<file path="src/rtl/uart_link_matrix.sv">
// Purpose : routes N_NODES UART TX lines to RX lines through a glitch-free, idle-gated route table.
// Latency : node_tx_i -> node_rx_o is SYNC_STAGES+1 clocks; a route switch lands one clock after route_cur changes.
// Backpr. : none on the data path; route_we_i is dropped while route_busy_o is high (no queueing).
// Ports   : clk_i/rst_ni (async active-low); node_tx_i/node_rx_o serial lines; route_sel_i/route_we_i
//           program the table; route_busy_o/route_cur_o/link_idle_o report state; stats_clr_i/frame_cnt_o
//           are per-destination start-bit counters.
// Config  : define LINK_STATS_EN to build the frame counters; otherwise frame_cnt_o is tied to zero.
module uart_link_matrix #(
    parameter int N_NODES     = 4,
    parameter int SYNC_STAGES = 2,
    parameter int IDLE_CYCLES = 4340,
    localparam int SELW       = $clog2(N_NODES + 1)
) (
    input  logic                     clk_i,
    input  logic                     rst_ni,
    input  logic [N_NODES-1:0]       node_tx_i,
    output logic [N_NODES-1:0]       node_rx_o,
    input  logic [N_NODES*SELW-1:0]  route_sel_i,
    input  logic                     route_we_i,
    output logic                     route_busy_o,
    output logic [N_NODES*SELW-1:0]  route_cur_o,
    output logic [N_NODES-1:0]       link_idle_o,
    input  logic                     stats_clr_i,
    output logic [N_NODES*16-1:0]    frame_cnt_o
);

    localparam int CNTW = $clog2(IDLE_CYCLES + 1);
    localparam logic [CNTW-1:0] IDLE_MAX = CNTW'(IDLE_CYCLES);
    // Every SELW-bit select value has a slot; slots >= N_NODES read as a
    // permanently idle, permanently high line, which is what a disconnect means.
    localparam int NEXT = 1 << SELW;

    typedef enum logic {ST_IDLE, ST_PEND} state_t;

    function automatic logic [SELW-1:0] xover(input int d);
        return ((d ^ 1) < N_NODES) ? SELW'(d ^ 1) : SELW'(d);
    endfunction

    logic [N_NODES-1:0] sync_q [SYNC_STAGES];
    logic [CNTW-1:0]    idle_cnt_q [N_NODES];
    logic [SELW-1:0]    route_cur_q [N_NODES];
    logic [SELW-1:0]    pend_q [N_NODES];
    logic [N_NODES-1:0] pend_mask_q, pend_mask_d;
    logic [N_NODES-1:0] apply;
    logic [N_NODES-1:0] rx_q, rx_d;
    logic [NEXT-1:0]    tx_ext, idle_ext;
    logic               accept;
    state_t             state_q, state_d;

    // ---------------- input synchronisers ----------------
    always_ff @(posedge clk_i or negedge rst_ni) begin
        if (!rst_ni) begin
            for (int i = 0; i < SYNC_STAGES; i++) sync_q[i] <= '1;
        end else begin
            sync_q[0] <= node_tx_i;
            for (int i = 1; i < SYNC_STAGES; i++) sync_q[i] <= sync_q[i-1];
        end
    end

    // ---------------- per-source idle counters ----------------
    always_ff @(posedge clk_i or negedge rst_ni) begin
        if (!rst_ni) begin
            for (int s = 0; s < N_NODES; s++) idle_cnt_q[s] <= IDLE_MAX;
        end else begin
            for (int s = 0; s < N_NODES; s++) begin
                if (!sync_q[SYNC_STAGES-1][s])
                    idle_cnt_q[s] <= '0;
                else if (idle_cnt_q[s] != IDLE_MAX)
                    idle_cnt_q[s] <= idle_cnt_q[s] + 1'b1;
            end
        end
    end

    always_comb begin
        link_idle_o = '0;
        for (int s = 0; s < N_NODES; s++) link_idle_o[s] = (idle_cnt_q[s] == IDLE_MAX);
    end

    always_comb begin
        tx_ext   = '1;
        idle_ext = '1;
        tx_ext[N_NODES-1:0]   = sync_q[SYNC_STAGES-1];
        idle_ext[N_NODES-1:0] = link_idle_o;
    end

    // ---------------- route update FSM ----------------
    always_ff @(posedge clk_i or negedge rst_ni) begin
        if (!rst_ni) state_q <= ST_IDLE;
        else         state_q <= state_d;
    end

    always_comb begin
        state_d     = state_q;
        pend_mask_d = pend_mask_q;
        apply       = '0;
        accept      = 1'b0;
        case (state_q)
            ST_IDLE: begin
                if (route_we_i) begin
                    accept      = 1'b1;
                    pend_mask_d = '1;
                    state_d     = ST_PEND;
                end
            end
            ST_PEND: begin
                // Old and new source must both be quiet, even when they are the same line.
                for (int d = 0; d < N_NODES; d++)
                    apply[d] = pend_mask_q[d] && idle_ext[route_cur_q[d]] && idle_ext[pend_q[d]];
                pend_mask_d = pend_mask_q & ~apply;
                if (pend_mask_d == '0) state_d = ST_IDLE;
            end
            default: state_d = ST_IDLE;
        endcase
    end

    always_ff @(posedge clk_i or negedge rst_ni) begin
        if (!rst_ni) begin
            pend_mask_q <= '0;
            for (int d = 0; d < N_NODES; d++) begin
                pend_q[d]      <= '0;
                route_cur_q[d] <= xover(d);
            end
        end else begin
            pend_mask_q <= pend_mask_d;
            for (int d = 0; d < N_NODES; d++) begin
                if (accept)   pend_q[d]      <= route_sel_i[d*SELW +: SELW];
                if (apply[d]) route_cur_q[d] <= pend_q[d];
            end
        end
    end

    assign route_busy_o = (state_q == ST_PEND);

    always_comb begin
        route_cur_o = '0;
        for (int d = 0; d < N_NODES; d++) route_cur_o[d*SELW +: SELW] = route_cur_q[d];
    end

    // ---------------- registered output crossbar ----------------
    always_comb begin
        rx_d = '1;
        for (int d = 0; d < N_NODES; d++) rx_d[d] = tx_ext[route_cur_q[d]];
    end

    always_ff @(posedge clk_i or negedge rst_ni) begin
        if (!rst_ni) rx_q <= '1;
        else         rx_q <= rx_d;
    end

    assign node_rx_o = rx_q;

    // ---------------- optional start-bit counters ----------------
`ifdef LINK_STATS_EN
    logic [15:0] frame_cnt_q [N_NODES];

    // A start bit is counted at the edge where node_rx_o falls.
    always_ff @(posedge clk_i or negedge rst_ni) begin
        if (!rst_ni) begin
            for (int d = 0; d < N_NODES; d++) frame_cnt_q[d] <= '0;
        end else if (stats_clr_i) begin
            for (int d = 0; d < N_NODES; d++) frame_cnt_q[d] <= '0;
        end else begin
            for (int d = 0; d < N_NODES; d++)
                if (rx_q[d] && !rx_d[d]) frame_cnt_q[d] <= frame_cnt_q[d] + 16'd1;
        end
    end

    always_comb begin
        frame_cnt_o = '0;
        for (int d = 0; d < N_NODES; d++) frame_cnt_o[d*16 +: 16] = frame_cnt_q[d];
    end
`else
    logic unused_stats_clr;
    assign unused_stats_clr = stats_clr_i;
    assign frame_cnt_o      = '0;
`endif

endmodule
</file>
<file path="config.mk">
export PLATFORM = sky130hd
export DESIGN_NAME = uart_link_matrix
export DESIGN_NICKNAME = d
export VERILOG_FILES = /design/src/rtl/uart_link_matrix.sv
export SDC_FILE = /design/constraint.sdc
export NUM_CORES = 1
export LEC_CHECK = 0
export BUFFER_PORTS_ARGS = -buffer_cell sky130_fd_sc_hd__buf_2
export CORE_ASPECT_RATIO = 1.5
export CORE_MARGIN = 2
export CORE_UTILIZATION = 40
export CTS_CLUSTER_SIZE = 16
export DETAILED_ROUTE_END_ITERATION = 12
export GPL_ROUTABILITY_DRIVEN = 0
export PLACE_DENSITY = 0.69
export SLEW_MARGIN = 20
export SYNTH_ARGS = -nofsm -noshare
export SYNTH_HDL_FRONTEND = slang
export SYNTH_SLANG_ARGS = --single-unit
</file>
<file path="constraint.sdc">
create_clock -name clk_i -period 3.1 [get_ports clk_i]
set_input_delay 0 -clock clk_i [delete_from_list [all_inputs] [get_ports clk_i]]
set_output_delay 0 -clock clk_i [all_outputs]
set_load 0.01 [all_outputs]
</file>
==> out/results.ini <==
[status]
run_status = complete, no violations

[final_layout]
area_growth_pct = 12.3
drive_gt1_share_pct = 22.6
most-common-layout-cells = 64 x conb_1, 53 x dfrtp_1, 40 x dfstp_2
antenna_cells = 0
layout_commonest_cell = conb_1
finalNonFillerCells = 725
fin_nets = 589
nFillCells = 1194

[floorplanning]
start_util_pct = 40.4
die_h_um = 143
design.core.area_mm2 = 0.0128
rows = 51
fp.dieW_um = 97.0
die-area_mm2 = 0.0139
io_pins = 105

[clock_network]
clockBufferDepth = 2
cts_tree = built
cts-resized-gates = 0
hold_buffers = 18
cts_buffers = 9
post_cts_buffers = 0
clk_pin_slew_ns = 0.07
cts-root-buf = clkbuf_16
clkLatencyLatePin_ns = 0.34
cts_max_level = 3
cts_sinks = 93

[sta]
setup_violations = 0
post-route-worst-setup-slack_ns = 0.352
max_freq_mhz = 364
hold_viol_final = 0
rsz0062_at_grt = no
fin_skew_ns = 0.00908
fin_crit_sh_pct = 88.7
relSlewSlack_pct = 60.4
slew_viol_final = 0
fin_crit_ns = 2.75
setup_tns_ns = 0
hold_ws_ns = 0.0864
tightestPinTransition_ns = 0.589

[grt]
grt_pass1_wl_um = 16800
antenna_found_initial = 0
grt_max_degree = 79
track_usage_pct = 14.7
grt_remaining_overflow = 0
grt_pass1_vias = 3597

[yosys]
ys_types = 57
synth-seq-area-share_pct = 45.8
syn_inst = 498
synth-edff-count = 0
avgSynthCellArea_um2 = 10.4
yosysWarningCount = 0
synthArstFlopShare_pct = 100
ys.flop_type = dfrtp_1
synth_seq_cells = 93
netlist_area_mm2 = 0.00519

[power_and_ir_drop]
p_leak_uw = 0.00256
p_total_uw = 2620
power_density_mw_per_mm2 = 450
power_frac_seq_pct = 50.5
power_switching_uw = 617
intPower_uw = 2000
switching_share_pct = 23.5
comb_power_share_pct = 7.8
clock_power_share_pct = 41.6
ir_drop_v = 0.000277

[detailed_routing]
dr_total_vias = 3575
drtAntennaViolNets = 0
wl_per_cell_um = 13.9
first_pass_iters = 4
wl_um = 10100
first_iter_violations = 236
routed_via_density = 4.93
drc_errors = 0

[critical_path]
cp-end-kind = flop
crit_type = flop to flop
r2r_setup_slack_ns = 0.35
cpPeakStageDelay_ns = 0.57
startpoint_type = flop
r2r_end = route_cur_o[8]$_DFFE_PN0P_
slowest_stage = or3_1
path_delay_family = simple AND/OR/NAND/NOR gates
cp_max_fo = 10
critical_path_buf_inv_count = 0
crit_chain = or4_1 > or3_1 > a32oi_1 > nand3_1 > nor3_4 > mux2_1
cp.required_ns = 3.32
crit_arrival_ns = 2.97
worstReg2RegStart = idle_cnt_q[42]$_DFFE_PN0P_
r2r_cells = 6

[placement]
dp.cells = 690
place_hpwl_um = 7120
pre_cts_slack_ns = 0.361
numPortBuffers = 39

[job]
cap_viol_max_count = 0

[min_path]
hold_class = primary input to asynchronous set/reset pin

==> kinds of logic after synthesis <==
logic type	count (synthesis)	share of synthesized area, %
AND/OR/NAND/NOR	175	19.3
buffers and inverters	94	11.7
flip-flops	93	45.8
AO/OA/AOI/OAI	67	8.68
XOR/XNOR	34	5.74
multiplexers	26	6.73
adder cells (fa/ha/maj)	8	1.93
other	1	0.0723
==> flip-flops by register name (all words and copies together) (netlist names) <==
| signal | cells |
|---|---|
| idle_cnt_q | 52 |
| pend_q | 12 |
| route_cur_o | 12 |
| sync_q | 8 |
| node_rx_o | 4 |
| pend_mask_q | 4 |
| route_busy_o | 1 |
==> metal layers <==
layer	share of wire, %	global-route usage [%]	vias up
li1	-	-	1716
met1	43	17.3	1752
met2	52	26.5	95
met3	3.9	2.33	12
met4	1.6	6.52	0
met5	0	0	-
==> synth_stat cells (5+ instances only) <==
cell	number	area share [%]
or3_1	10	1.2
nor3_1	10	0.96
or2_2	5	0.60
nand2_1	32	2.3
buf_4	64	9.3
mux2_2	11	2.4
dfstp_2	40	20
o21ai_0	16	1.5
dfrtp_1	53	26
nand3_1	20	1.9
a21oi_1	8	0.77
ha_1	8	1.9
inv_1	20	1.4
a21boi_0	12	1.7
clkbuf_1	7	0.51
nor2_1	15	1.1
nor2b_1	5	0.60
nand2b_1	5	0.60
and2_1	33	4.0
xnor2_1	31	5.2
nand4_1	12	1.4
==> how the worst max path moves through the flow <==
stage	endpoint	depth (start not counted)	slack [ns]	from
2_1_floorplan	route_cur_o[8]$_DFFE_PN0P_	7	0.67	idle_cnt_q[42]$_DFFE_PN0P_
3_3_place_gp	route_cur_o[8]$_DFFE_PN0P_	6	0.44	idle_cnt_q[42]$_DFFE_PN0P_
5_1_grt	route_cur_o[8]$_DFFE_PN0P_	6	0.23	idle_cnt_q[42]$_DFFE_PN0P_
3_5_place_dp	route_cur_o[8]$_DFFE_PN0P_	6	0.36	idle_cnt_q[42]$_DFFE_PN0P_
6_report	route_cur_o[8]$_DFFE_PN0P_	6	0.35	idle_cnt_q[42]$_DFFE_PN0P_
4_1_cts	route_cur_o[8]$_DFFE_PN0P_	6	0.35	idle_cnt_q[42]$_DFFE_PN0P_
==> final cells by class <==
cell class                      count  area [um^2]  share of cell area (%)
Clock buffer                       12          246                    4.23
Clock inverter                      4         47.5                   0.816
Inverter                           20         75.1                    1.29
Multi-Input combinational cell    374         2440                    41.8
Sequential cell                    93         2380                    40.8
Tap cell                          159          199                    3.41
Timing Repair Buffer               63          443                    7.60
==> power groups by stage <==
stage	registers, uW	clock network, uW	logic [uW]
floorplan	1320	0	190
global placement	1340	0	178
detailed placement	1340	0	185
CTS	1320	1120	203
global route	1330	1180	235
finish	1320	1090	205
==> metrics by stage <==
stage	instance area, um^2	util, %
after global placement	5320	41.5
after floorplan	5420	-
final	5830	45.4
after global routing	5830	45.4
after detailed placement	5320	41.5
after CTS	5800	45.2
(Power assumes the default switching activity.)
